**src/rtl/axi_outstanding_tracker_pkg.sv**
```systemverilog
// Shared types and helpers for the AXI outstanding-transaction tracker.
package axi_txn_pkg;

  typedef enum logic [1:0] {
    RUN   = 2'd0,
    DRAIN = 2'd1,
    DONE  = 2'd2
  } drain_state_t;

  // True when the limit fits the counter and the init value is reachable.
  function automatic bit params_ok(input int width, input int max_out, input int init);
    return (max_out > 0) && (max_out <= (2 ** width) - 1) && (init >= 0) && (init <= max_out);
  endfunction

  function automatic int slice_lo(input int ch, input int width);
    return ch * width;
  endfunction

endpackage

```
**src/rtl/axi_txn_chan_counter.sv**
```systemverilog
// One saturating outstanding-transaction counter with sticky error flags.
module axi_txn_chan_counter
  import axi_txn_pkg::*;
#(
  parameter int C_WIDTH   = 6,
  parameter int C_MAX_OUT = 32,
  parameter int C_INIT    = 0
) (
  input  logic               clk,
  input  logic               rst_n,
  input  logic               load,
  input  logic [C_WIDTH-1:0] load_value,
  input  logic               incr,
  input  logic               decr,
  input  logic               err_clr,
  output logic [C_WIDTH-1:0] count,
  output logic               is_zero,
  output logic               is_full,
  output logic               ovf_err,
  output logic               unf_err
);

  localparam logic [C_WIDTH-1:0] MAX_V  = C_WIDTH'(C_MAX_OUT);
  localparam logic [C_WIDTH-1:0] INIT_V = C_WIDTH'(C_INIT);

  logic [C_WIDTH-1:0] count_next;
  logic               ovf_set;
  logic               unf_set;

  // Priority: load, then a lone incr or decr; incr together with decr cancels.
  always_comb begin
    count_next = count;
    ovf_set    = 1'b0;
    unf_set    = 1'b0;
    if (load) begin
      if (load_value > MAX_V) begin
        count_next = MAX_V;
        ovf_set    = 1'b1;
      end else begin
        count_next = load_value;
      end
    end else if (incr && !decr) begin
      if (count == MAX_V) ovf_set = 1'b1;
      else                count_next = count + C_WIDTH'(1);
    end else if (decr && !incr) begin
      if (count == '0) unf_set = 1'b1;
      else             count_next = count - C_WIDTH'(1);
    end
  end

  // Flags come from count_next so they never lag the count.
  always_ff @(posedge clk or negedge rst_n) begin
    if (!rst_n) begin
      count   <= INIT_V;
      is_zero <= (C_INIT == 0);
      is_full <= (C_INIT == C_MAX_OUT);
      ovf_err <= 1'b0;
      unf_err <= 1'b0;
    end else begin
      count   <= count_next;
      is_zero <= (count_next == '0);
      is_full <= (count_next == MAX_V);
      ovf_err <= ovf_set | (ovf_err & ~err_clr);
      unf_err <= unf_set | (unf_err & ~err_clr);
    end
  end

endmodule

```
**src/rtl/axi_outstanding_tracker.sv**
```systemverilog
// Multi-channel outstanding-transaction tracker with a global drain state machine.
module axi_outstanding_tracker
  import axi_txn_pkg::*;
#(
  parameter int C_NUM_CH  = 4,
  parameter int C_WIDTH   = 6,
  parameter int C_MAX_OUT = 32,
  parameter int C_INIT    = 0
) (
  input  logic                        clk,
  input  logic                        rst_n,
  input  logic [C_NUM_CH-1:0]         load,
  input  logic [C_NUM_CH*C_WIDTH-1:0] load_value,
  input  logic [C_NUM_CH-1:0]         incr,
  input  logic [C_NUM_CH-1:0]         decr,
  input  logic                        err_clr,
  input  logic                        drain_req,
  output logic [C_NUM_CH*C_WIDTH-1:0] count,
  output logic [C_NUM_CH-1:0]         is_zero,
  output logic [C_NUM_CH-1:0]         is_full,
  output logic [C_NUM_CH-1:0]         can_issue,
  output logic                        all_zero,
  output logic                        drain_done,
  output logic [C_NUM_CH-1:0]         ovf_err,
  output logic [C_NUM_CH-1:0]         unf_err,
  output drain_state_t                state
);

  if (!params_ok(C_WIDTH, C_MAX_OUT, C_INIT)) begin : g_bad_params
    $error("axi_outstanding_tracker: C_MAX_OUT/C_INIT out of range for C_WIDTH");
  end

  for (genvar i = 0; i < C_NUM_CH; i++) begin : g_ch
    axi_txn_chan_counter #(
      .C_WIDTH  (C_WIDTH),
      .C_MAX_OUT(C_MAX_OUT),
      .C_INIT   (C_INIT)
    ) u_chan (
      .clk       (clk),
      .rst_n     (rst_n),
      .load      (load[i]),
      .load_value(load_value[slice_lo(i, C_WIDTH) +: C_WIDTH]),
      .incr      (incr[i]),
      .decr      (decr[i]),
      .err_clr   (err_clr),
      .count     (count[slice_lo(i, C_WIDTH) +: C_WIDTH]),
      .is_zero   (is_zero[i]),
      .is_full   (is_full[i]),
      .ovf_err   (ovf_err[i]),
      .unf_err   (unf_err[i])
    );
  end

  // is_zero is already derived from the next count, so this AND never lags.
  assign all_zero  = &is_zero;
  assign can_issue = ~is_full & {C_NUM_CH{state == RUN}};

  // A late incr in DONE takes precedence over dropping the request.
  always_ff @(posedge clk or negedge rst_n) begin
    if (!rst_n) begin
      state      <= RUN;
      drain_done <= 1'b0;
    end else begin
      case (state)
        RUN: begin
          if (drain_req) state <= DRAIN;
          drain_done <= 1'b0;
        end
        DRAIN: begin
          if (all_zero && (incr == '0)) begin
            state      <= DONE;
            drain_done <= 1'b1;
          end
        end
        DONE: begin
          if (incr != '0) begin
            state      <= DRAIN;
            drain_done <= 1'b0;
          end else if (!drain_req) begin
            state      <= RUN;
            drain_done <= 1'b0;
          end
        end
        default: begin
          state      <= RUN;
          drain_done <= 1'b0;
        end
      endcase
    end
  end

endmodule

```
**config.mk**
```make
export PLATFORM = sky130hd
export DESIGN_NAME = axi_outstanding_tracker
export DESIGN_NICKNAME = d
export VERILOG_FILES = /design/src/rtl/axi_outstanding_tracker_pkg.sv /design/src/rtl/axi_txn_chan_counter.sv /design/src/rtl/axi_outstanding_tracker.sv
export SDC_FILE = /design/constraint.sdc
export NUM_CORES = 1
export LEC_CHECK = 0
export BUFFER_PORTS_ARGS = -buffer_cell sky130_fd_sc_hd__buf_2
export CAP_MARGIN = 15
export CORE_MARGIN = 2
export CORE_UTILIZATION = 35
export CTS_BUF_LIST = sky130_fd_sc_hd__clkbuf_16
export CTS_CLUSTER_DIAMETER = 100
export CTS_CLUSTER_SIZE = 25
export DETAILED_ROUTE_END_ITERATION = 12
export PLACE_DENSITY_LB_ADDON = 0.12
export SLEW_MARGIN = 40
export SYNTH_ARGS = -nofsm -noshare
export SYNTH_HDL_FRONTEND = slang
export SYNTH_SLANG_ARGS = --single-unit
```
**constraint.sdc**
```tcl
create_clock -name clk -period 5.9 [get_ports clk]
set_clock_uncertainty 0.05 [all_clocks]
set_input_delay 1.18 -clock clk [delete_from_list [all_inputs] [get_ports clk]]
set_output_delay 1.18 -clock clk [all_outputs]
set_load 0.02 [all_outputs]
```
==> results of run 1 <==
-- cells by family after synthesis --
family                   Yosys count  synth area share (%)
flip-flops                        43                  30.1
adder cells (fa/ha/maj)           12                  4.18
multiplexers                      12                  3.45
AND/OR/NAND/NOR                  158                  27.6
XOR/XNOR                          15                  3.65
AO/OA/AOI/OAI                    100                  21.1
buffers and inverters             72                  10.0
-- flip-flops by register name, summed over array words and instances (netlist names) --
name,count
g_ch.u_chan.count,24
g_ch.u_chan.is_full,4
g_ch.u_chan.is_zero,4
g_ch.u_chan.ovf_err,4
g_ch.u_chan.unf_err,4
state,2
drain_done,1
-- synthesized netlist by cell type (all sizes together), types with 9 or more instances --
cell type,count
or4b,10
nor2b,17
nand2b,10
nand3,9
nor2,26
ha,12
mux2i,9
inv,27
nand2,21
dfrtp,39
xnor2,11
or4,9
o21ai,14
nor3,11
a21oi,15
buf,26
clkbuf,19
-- power groups by stage --
| stage | registers, uW | logic, uW | clock network [uW] |
|---|---|---|---|
| global placement | 413 | 352 | 0 |
| CTS | 407 | 354 | 314 |
| detailed placement | 412 | 353 | 0 |
| finish | 407 | 351 | 305 |
| floorplan | 401 | 264 | 0 |
| global route | 416 | 389 | 328 |
-- cell usage in the layout (no fill, tap or decap), types with 4 or more instances in the layout --
cell type and instances:
or2_2 5, nor4_1 5, a22o_1 4, xor2_1 4, a31oi_1 4, nor3b_1 7, nor2_1 25, inv_1 27
nand3_1 9, o22ai_1 4, nor3_1 11, nand2_1 21, dfstp_2 4, xnor2_1 11, ha_1 12, or4b_1 5
a221o_1 4, a21oi_1 15, clkbuf_16 5, and3_1 7, nand2b_1 10, buf_2 86, or4_1 8, dfrtp_1 39
o211ai_1 4, a21o_1 5, nor2b_1 16, nand4_1 4, mux2i_1 9, o21ai_0 12
-- worst register-to-register path, delay by kind of cell (launching register included) --
kind	cells	cell delay (ns)
compound gates	2	0.30
buf+inv	1	0.15
fa+ha+maj	1	0.19
simple gates	4	1.58
flops	1	0.53
-- path summary, 6_finish.rpt --
| check | from | to | slack, ns | cells after the start |
|---|---|---|---|---|
| worst max-delay path | incr[2] | g_ch[2].u_chan.is_zero$_DFF_PN1_ | 2.86 | 7 |
| worst min-delay path | g_ch[0].u_chan.ovf_err$_DFF_PN0_ | g_ch[0].u_chan.ovf_err$_DFF_PN0_ | 0.44 | 1 |
| worst max register to register | g_ch[3].u_chan.count[0]$_DFF_PN0_ | g_ch[3].u_chan.is_full$_DFF_PN0_ | 3.04 | 8 |
| worst min register to register | g_ch[0].u_chan.ovf_err$_DFF_PN0_ | g_ch[0].u_chan.ovf_err$_DFF_PN0_ | 0.44 | 1 |
| max in group asynchronous | rst_n | g_ch[2].u_chan.is_zero$_DFF_PN1_ | 4.58 | 1 |
| min in group asynchronous | rst_n | g_ch[0].u_chan.count[4]$_DFF_PN0_ | 0.84 | 1 |
-- per-stage QoR --
stage / power (uW) / util (%) / hold WS [ns] / setup slack (ns) / instances
final: 1060 / 41.6 / 0.438 / 2.86 / 595
after global routing: 1130 / 41.6 / 0.475 / 2.73 / 595
after CTS: 1080 / 41.6 / 0.447 / 2.86 / 595
after detailed placement: 764 / 39.9 / 0.431 / 2.57 / 587
after global placement: 764 / 39.9 / 0.449 / 2.59 / 587
after floorplan: 664 / - / 0.407 / 2.70 / 412
-- cell type report --
| class | count | area (sq um) |
|---|---|---|
| multi-input combinational | 297 | 2150 |
| sequential | 43 | 1080 |
| tap | 133 | 166 |
| clock buffer | 5 | 125 |
| fill | 1032 | 5760 |
| inverter | 27 | 101 |
| clock inverter | 3 | 38.8 |
| timing repair buffer | 87 | 438 |
-- per-layer routing --
layer	share of wire, %	routed length [um]
met1	48	4660
met5	0	0
met4	0.78	76
met3	5.5	533
met2	46	4470
==> results.yml, run 1 <==
global_route:
  grt_pass1_wl_um: 16200
  track_usage_pct: 17.8
  grt_use_met3_pct: 2.91
  antenna_found_initial: 0
  grt_max_degree: 44
  met2_usage_pct: 28.2
  grtUsageMet1_pct: 25.7
  grt_busiest_layer: "met2"
  grt_overflow: 0
  grt_pass1_vias: 3133
clock_network:
  clockBufferDepth: 2
  cts_buffers: 5
  post_cts.repair.setup_buffers: 0
  clock_latency_ns: 0.28
  clockRootBuffer: "clkbuf_16"
  h-tree-depth: 2
  cts_tree: "done"
  postCtsResizedCells: 0
  clock_sinks: 43
  postCtsHoldBufs: 0
  clk_pin_slew_worst_paths_ns: 0.06
min_path:
  min-delay-path-class: "flip-flop to flip-flop"
yosys:
  syn_inst: 412
  ys.flop_type: "dfrtp_1"
  synth_area_sq_um: 3590
  synthArstFlopShare_pct: 100
  synth_seq_area_share_pct: 30.1
  yosysTopAreaCell: "dfrtp_1"
  syn-num-nets: 464
  synth_edf_count: 0
  synth_area_per_cell_sq_um: 8.72
  netlist.area_leader.share_pct: 27.1
  synth-seq-cells: 43
  yosys_warnings: 0
  synth_cell_types: 74
  yosys-top-cells-area: "dfrtp_1 27%, ha_1 4.2%, buf_4 3.3%, dfstp_2 2.9%, inv_1 2.8%"
sta:
  tightest_slew_ns: 0.705
  timing.final.crit_share_pct: 51.6
  final_hold_viol_count: 0
  clock.fmax_mhz: 329
  totalNegativeSetupSlack_ns: 0
  period_needed_ns: 3.04
  report.final.setup_viol: 0
  rsz0062_at_grt: "no"
  drv_slew: 0
  slew_headroom_pct: 52.5
final_layout:
  nNetsFinal: 513
  drive_gt1_share_pct: 26.8
  area_growth_pct: 14.2
  design_area_sq_um: 4100
  antennaDiodeCount: 0
pwr:
  p_per_area_nw_per_um2: 259
  vdd_drop_max_mv: 0.120
  p_sw_share_pct: 36.1
  clockPowerShare_pct: 28.7
  seq_power_share_pct: 38.3
  pwr-share-comb_pct: 33.0
  power.leakage_uw: 0.00185
  switchingPower_uw: 384
  intPower_uw: 680
worst_setup_path:
  crit_family: "simple AND/OR/NAND/NOR gates"
  path_class: "primary input to flip-flop"
  path_max_fanout: 9
  cp_slowest_cell: "or4b_4"
  max_stage_delay_ns: 0.55
  worst-path-buf-inv: 1
  critPathLaunchType: "primary input"
  endpoint_kind: "flip-flop"
  path_cells: "buf_2 -> or4b_4 -> o21ai_1 -> a21oi_1 -> or4b_1 -> or4b_1 -> nor2_1"
  arrival_ns: 3.21
  crit_path_frequent_cell: "or4b_1"
  critical_path_required_ns: 6.06
drt:
  wirelength_um: 9740
  dr.pass1.iters: 5
  post_drt_wl_per_cell_um: 16.4
  ant_nets: 0
  first_iter_violations: 94
  vias_per_cell: 5.54
  drc_errors: 0
  dr_total_vias: 3295
floorplanning:
  initial_core_util_pct: 36.4
  core_area_sq_um: 9860
  die_w_um: 105
  ios: 88
  num_rows: 36
  die_height_um: 105
  dieArea_sq_um: 11100
placement:
  post_dp_cell_area_sq_um: 3940
  portBuffers: 87
  place_congestion: 0.876
  dp_hpwl_um: 7470
flow_run:
  cap_violations: 0
status:
  status: "completed"
No activity file was read; power rests on OpenSTA's default activity.
==> run 2, diff against run 1 <==
==> constraint.sdc (replaced) <==
create_clock -name clk -period 2.98 [get_ports clk]
set_clock_uncertainty 0.05 [all_clocks]
set_input_delay 0.596 -clock clk [delete_from_list [all_inputs] [get_ports clk]]
set_output_delay 0.596 -clock clk [all_outputs]
set_load 0.02 [all_outputs]
==> results.yml, run 2 (synthesis gave the netlist of run 1 again) <==
drt:
  dr_total_vias: 3381
  post_drt_wl_per_cell_um: 16.6
  drc_errors: 0
  vias_per_cell: 5.52
  first_iter_violations: 90
  dr.pass1.iters: 4
  ant_nets: 0
  wirelength_um: 10200
final_layout:
  mostFrequentLayoutCell: "buf_2"
  area_growth_pct: 16.9
  largest_reg_flops: 24
  design_area_sq_um: 4200
  regMostFlops: "g_ch.u_chan.count"
  final_util_pct: 42.6
  final.fill_count: 1016
  nNetsFinal: 530
  final_cell_mix: "87 x buf_2, 39 x dfrtp_1, 28 x inv_1, 25 x nor2_1, 21 x nand2_1"
  drive_gt1_share_pct: 29.2
  antennaDiodeCount: 0
sta:
  report.final.setup_viol: 0
  tightest_slew_ns: 0.532
  drv_slew: 0
  rsz0062_at_grt: "no"
  period_needed_ns: 2.70
  fin_hold_ws_ns: 0.239
  timing.final.crit_share_pct: 90.6
  slew_headroom_pct: 64.5
  clock.fmax_mhz: 370
  totalNegativeSetupSlack_ns: 0
  final_hold_viol_count: 0
worst_setup_path:
  path_class: "flip-flop to flip-flop"
  reg2regPathDepth: 8
  critical_path_required_ns: 3.14
  endpoint_kind: "flip-flop"
  critPathLaunchType: "flip-flop"
  path_max_fanout: 3
  arrival_ns: 2.86
min_path:
  min-delay-path-class: "primary input to async pin"
global_route:
  grt_pass1_vias: 3226
  grt_max_degree: 23
  track_usage_pct: 18.2
  grt_overflow: 0
  grt_pass1_wl_um: 16500
  antenna_found_initial: 0
pwr:
  switchingPower_uw: 782
  p_sw_share_pct: 37.7
  pwr-share-comb_pct: 37.7
  p_per_area_nw_per_um2: 494
  intPower_uw: 1290
  clockPowerShare_pct: 25.3
  finalPower_uw: 2080
  seq_power_share_pct: 37.0
  vdd_drop_max_mv: 0.242
  power.leakage_uw: 0.00193
flow_run:
  cap_violations: 0
clock_network:
  cts_buffers: 5
  postCtsHoldBufs: 0
  h-tree-depth: 2
  postCtsResizedCells: 0
  clk_pin_slew_worst_paths_ns: 0.06
  clockBufferDepth: 2
  post_cts.repair.setup_buffers: 0
  clockRootBuffer: "clkbuf_16"
  clock_sinks: 43
  cts_tree: "done"
  clock_latency_ns: 0.28
placement:
  post_dp_cell_area_sq_um: 4070
  portBuffers: 87
  place_congestion: 0.882
  dp_hpwl_um: 7840
floorplanning:
  die_w_um: 105
  initial_core_util_pct: 36.4
  core_area_sq_um: 9860
  dieArea_sq_um: 11100
  num_rows: 36
  ios: 88
  die_height_um: 105
status:
  status: "completed"
==> run 2: per-layer routing <==
layer  GRT usage (%)  routed length (um)
met1            26.2                4880
met2            28.3                4640
met3            2.60                 542
met5               0                   0
met4            5.24                 109
==> run 2: path summary, 6_finish.rpt <==
| kind | from | endpoint | slack [ns] |
|---|---|---|---|
| max | g_ch[3].u_chan.count[0]$_DFF_PN0_ | g_ch[3].u_chan.is_full$_DFF_PN0_ | 0.28 |
| min | rst_n | g_ch[0].u_chan.count[3]$_DFF_PN0_ | 0.24 |
| min reg2reg | g_ch[3].u_chan.ovf_err$_DFF_PN0_ | g_ch[3].u_chan.ovf_err$_DFF_PN0_ | 0.46 |
| max in group asynchronous | rst_n | g_ch[0].u_chan.is_zero$_DFF_PN1_ | 1.87 |
| max reg2reg | g_ch[3].u_chan.count[0]$_DFF_PN0_ | g_ch[3].u_chan.is_full$_DFF_PN0_ | 0.28 |
| min in group clk | g_ch[3].u_chan.ovf_err$_DFF_PN0_ | g_ch[3].u_chan.ovf_err$_DFF_PN0_ | 0.46 |
==> run 2: final cells by class <==
class / count / area [sq um] / share of cell area (%)
Sequential cell: 43 / 1080 / 25.7
Inverter: 27 / 101 / 2.41
Tap cell: 133 / 166 / 3.96
Clock buffer: 5 / 125 / 2.98
Timing Repair Buffer: 104 / 563 / 13.4
Multi-Input combinational cell: 297 / 2150 / 51.2
Clock inverter: 3 / 12.5 / 0.298
==> run 2: power by group through the flow <==
stage | clock [uW] | combinational [uW] | sequential, uW
final | 525 | 783 | 768
after global routing | 566 | 857 | 781
after CTS | 542 | 784 | 768
after detailed placement | 0 | 782 | 777
after global placement | 0 | 781 | 778
after floorplan | 0 | 522 | 793
==> run 2: critical path, stage by stage, from the launching register on <==
cell and delay, ns:
dfrtp_1 0.38, inv_1 0.08, ha_1 0.20, or4b_4 0.50, o2111ai_2 0.20, a22oi_2 0.11, or4_1 0.53, or4_1 0.45
nor2b_1 0.13
==> run 2: stage by stage <==
| stage | instances | setup slack, ns |
|---|---|---|
| after floorplan | 412 | 0.175 |
| after global placement | 604 | 0.252 |
| after detailed placement | 604 | 0.227 |
| after CTS | 612 | 0.277 |
| after global routing | 612 | 0.133 |
| final | 612 | 0.280 |
==> run 3, diff against run 2 <==
--- a/config.mk
+++ b/config.mk
@@ -17,4 +17,5 @@
 export SLEW_MARGIN = 40
 export SYNTH_ARGS = -nofsm -noshare
 export SYNTH_HDL_FRONTEND = slang
+export SYNTH_HIERARCHICAL = 1
 export SYNTH_SLANG_ARGS = --single-unit
==> results.yml, run 3 <==
status:
  status: "completed"
yosys:
  syn-num-nets: 439
  yosys_warnings: 6
  synth_most_common_cell: "dfrtp_1"
  synth_area_per_cell_sq_um: 9.13
  synth_seq_area_share_pct: 30.6
  synth-seq-cells: 43
  netlist.area_leader.share_pct: 27.6
  synthArstFlopShare_pct: 100
  synth_cell_types: 53
  synth_area_sq_um: 3530
  syn_inst: 387
  synth_commonest_cells: "39 x dfrtp_1, 29 x inv_1, 21 x nand2_1, 17 x a21oi_1"
  yosysTopAreaCell: "dfrtp_1"
  yosys-top-cells-area: "dfrtp_1 28%, or4b_4 4.7%, ha_1 4.2%, inv_1 3.1%, dfstp_2 3.0%"
  synth_edf_count: 0
  ys.flop_type: "dfrtp_1"
drt:
  dr.pass1.iters: 5
  vias_per_cell: 5.63
  dr_total_vias: 3392
  first_iter_violations: 80
  drc_errors: 0
  ant_nets: 0
  wirelength_um: 10100
  post_drt_wl_per_cell_um: 16.7
floorplanning:
  die_w_um: 104
  num_rows: 36
  core_area_sq_um: 9770
  dieArea_sq_um: 10900
  ios: 88
  die_height_um: 104
  initial_core_util_pct: 36.2
final_layout:
  largest_reg_flops: 24
  mostFrequentLayoutCell: "buf_2"
  antennaDiodeCount: 0
  nNetsFinal: 520
  drive_gt1_share_pct: 30.5
  multi_input_area_sq_um: 2200
  design_area_sq_um: 4200
  final_cell_mix: "86 x buf_2, 39 x dfrtp_1, 30 x inv_1, 21 x nand2_1, 17 x a21oi_1"
  final.fill_count: 1007
  regMostFlops: "g_ch.u_chan/count"
  area_growth_pct: 18.9
  regArea_sq_um: 1080
worst_setup_path:
  path_class: "flip-flop to flip-flop"
  crit_path_frequent_cell: "or4b_4"
  critPathLaunchType: "flip-flop"
  path_max_fanout: 6
  cp_slowest_cell: "or4b_4"
  critical_path_required_ns: 3.13
  endpoint_kind: "flip-flop"
  max_stage_delay_ns: 0.52
  arrival_ns: 2.79
  path_cells: "inv_1 -> ha_1 -> or4b_4 -> nor2_4 -> a2111oi_0 -> nor4_1 -> or4b_4 -> nor3_2"
pwr:
  power.leakage_uw: 0.00196
  p_per_area_nw_per_um2: 539
  vdd_drop_max_mv: 0.257
sta:
  totalNegativeSetupSlack_ns: 0
  period_needed_ns: 2.64
  final_hold_viol_count: 0
  fin_ws_ns: 0.341
  tightest_slew_ns: 0.602
  rsz0062_at_grt: "no"
  timing.final.crit_share_pct: 88.6
  report.final.setup_viol: 0
  slew_headroom_pct: 59.7
  clock.fmax_mhz: 379
  drv_slew: 0
clock_network:
  clock_latency_ns: 0.28
  cts_tree: "done"
  postCtsHoldBufs: 0
  post_cts.repair.setup_buffers: 0
  h-tree-depth: 2
  clockBufferDepth: 2
  postCtsResizedCells: 0
  clockRootBuffer: "clkbuf_16"
  clock_sinks: 43
  clk_pin_slew_worst_paths_ns: 0.06
  cts_buffers: 5
global_route:
  grt_busiest_layer: "met2"
  grt_pass1_vias: 3289
  track_usage_pct: 18.7
  antenna_found_initial: 0
  grt_use_met3_pct: 2.76
  grt_overflow: 0
  grt_pass1_wl_um: 16700
  grt_max_degree: 44
  grtUsageMet1_pct: 25.5
  met2_usage_pct: 31.7
min_path:
  min-delay-path-class: "primary input to async pin"
placement:
  post_dp_cell_area_sq_um: 4070
  portBuffers: 87
  dp_hpwl_um: 7720
  place_congestion: 0.888
  dp_worst_setup_slack_ns: 0.345
flow_run:
  cap_violations: 0
## run 3: cell types whose count changed in the layout (fill, tap and decap cells not counted), sizes merged, moves of 6 or more
cell | before | now
nand2b | 10 | 1
and4b | 0 | 8
buf | 104 | 96
nor2b | 17 | 9
a32o | 1 | 8
nand3 | 9 | 16
a211o | 2 | 8
a32oi | 2 | 8
nor3 | 11 | 17
o31ai | 2 | 8
or3 | 2 | 8
## run 3: kinds of logic after synthesis
| logic type | share of synthesized area [%] |
|---|---|
| AOI/OAI and AO/OA | 21.8 |
| xor gates and xnor gates | 2.97 |
| adders and majority gates | 4.25 |
| buffers and inverters | 7.04 |
| DFF | 30.6 |
| muxes | 1.13 |
| and+or+nand+nor | 32.2 |
## run 3: final cells by class
class | count | share of cell area, %
multi-input combinational | 293 | 52.5
sequential | 43 | 25.7
timing repair buffer | 96 | 12.0
tap | 133 | 3.96
clock buffer | 5 | 2.98
inverter | 29 | 2.59
clock inverter | 3 | 0.268
## run 3: routing by layer
layer	vias up	wire length (um)	share of wire, %
met5	-	0	0
met4	0	87	0.86
met3	10	425	4.2
met2	85	4870	48
met1	1646	4690	47
li1	1651	-	-
## run 3: worst max-delay path: cells and delay by family, from the launching register on
kind	cells	cell delay (ns)
AOI/OAI and AO/OA	1	0.13
adders and majority gates	1	0.22
buffers and inverters	1	0.16
DFF	1	0.37
and+or+nand+nor	5	1.63
## run 3: metrics by stage
stage / total power, uW / cells / utilization [%] / hold WS, ns
after CTS: 2290 / 602 / 43.0 / 0.283
after global placement: 1750 / 594 / 41.6 / 0.425
after global routing: 2430 / 602 / 43.0 / 0.320
after detailed placement: 1760 / 594 / 41.6 / 0.418
after floorplan: 1440 / 387 / - / 0.250
final: 2270 / 602 / 43.0 / 0.253
## run 3: path summary, 6_finish.rpt
kind,start,endpoint,slack [ns],depth (start not counted)
setup reg to reg,g_ch[2].u_chan/count[1]$_DFF_PN0_,g_ch[2].u_chan/is_full$_DFF_PN0_,0.34,8
hold / removal,rst_n,g_ch[1].u_chan/count[1]$_DFF_PN0_,0.25,1
min in group clk,g_ch[2].u_chan/ovf_err$_DFF_PN0_,g_ch[2].u_chan/ovf_err$_DFF_PN0_,0.43,1
setup / recovery,g_ch[2].u_chan/count[1]$_DFF_PN0_,g_ch[2].u_chan/is_full$_DFF_PN0_,0.34,8
max in group asynchronous,rst_n,g_ch[3].u_chan/is_zero$_DFF_PN1_,2.22,1
hold reg to reg,g_ch[2].u_chan/ovf_err$_DFF_PN0_,g_ch[2].u_chan/ovf_err$_DFF_PN0_,0.43,1
## run 3: report_power, final
group	internal (uW)	switching (uW)
registers	669	122
clock network	302	214
logic	399	560
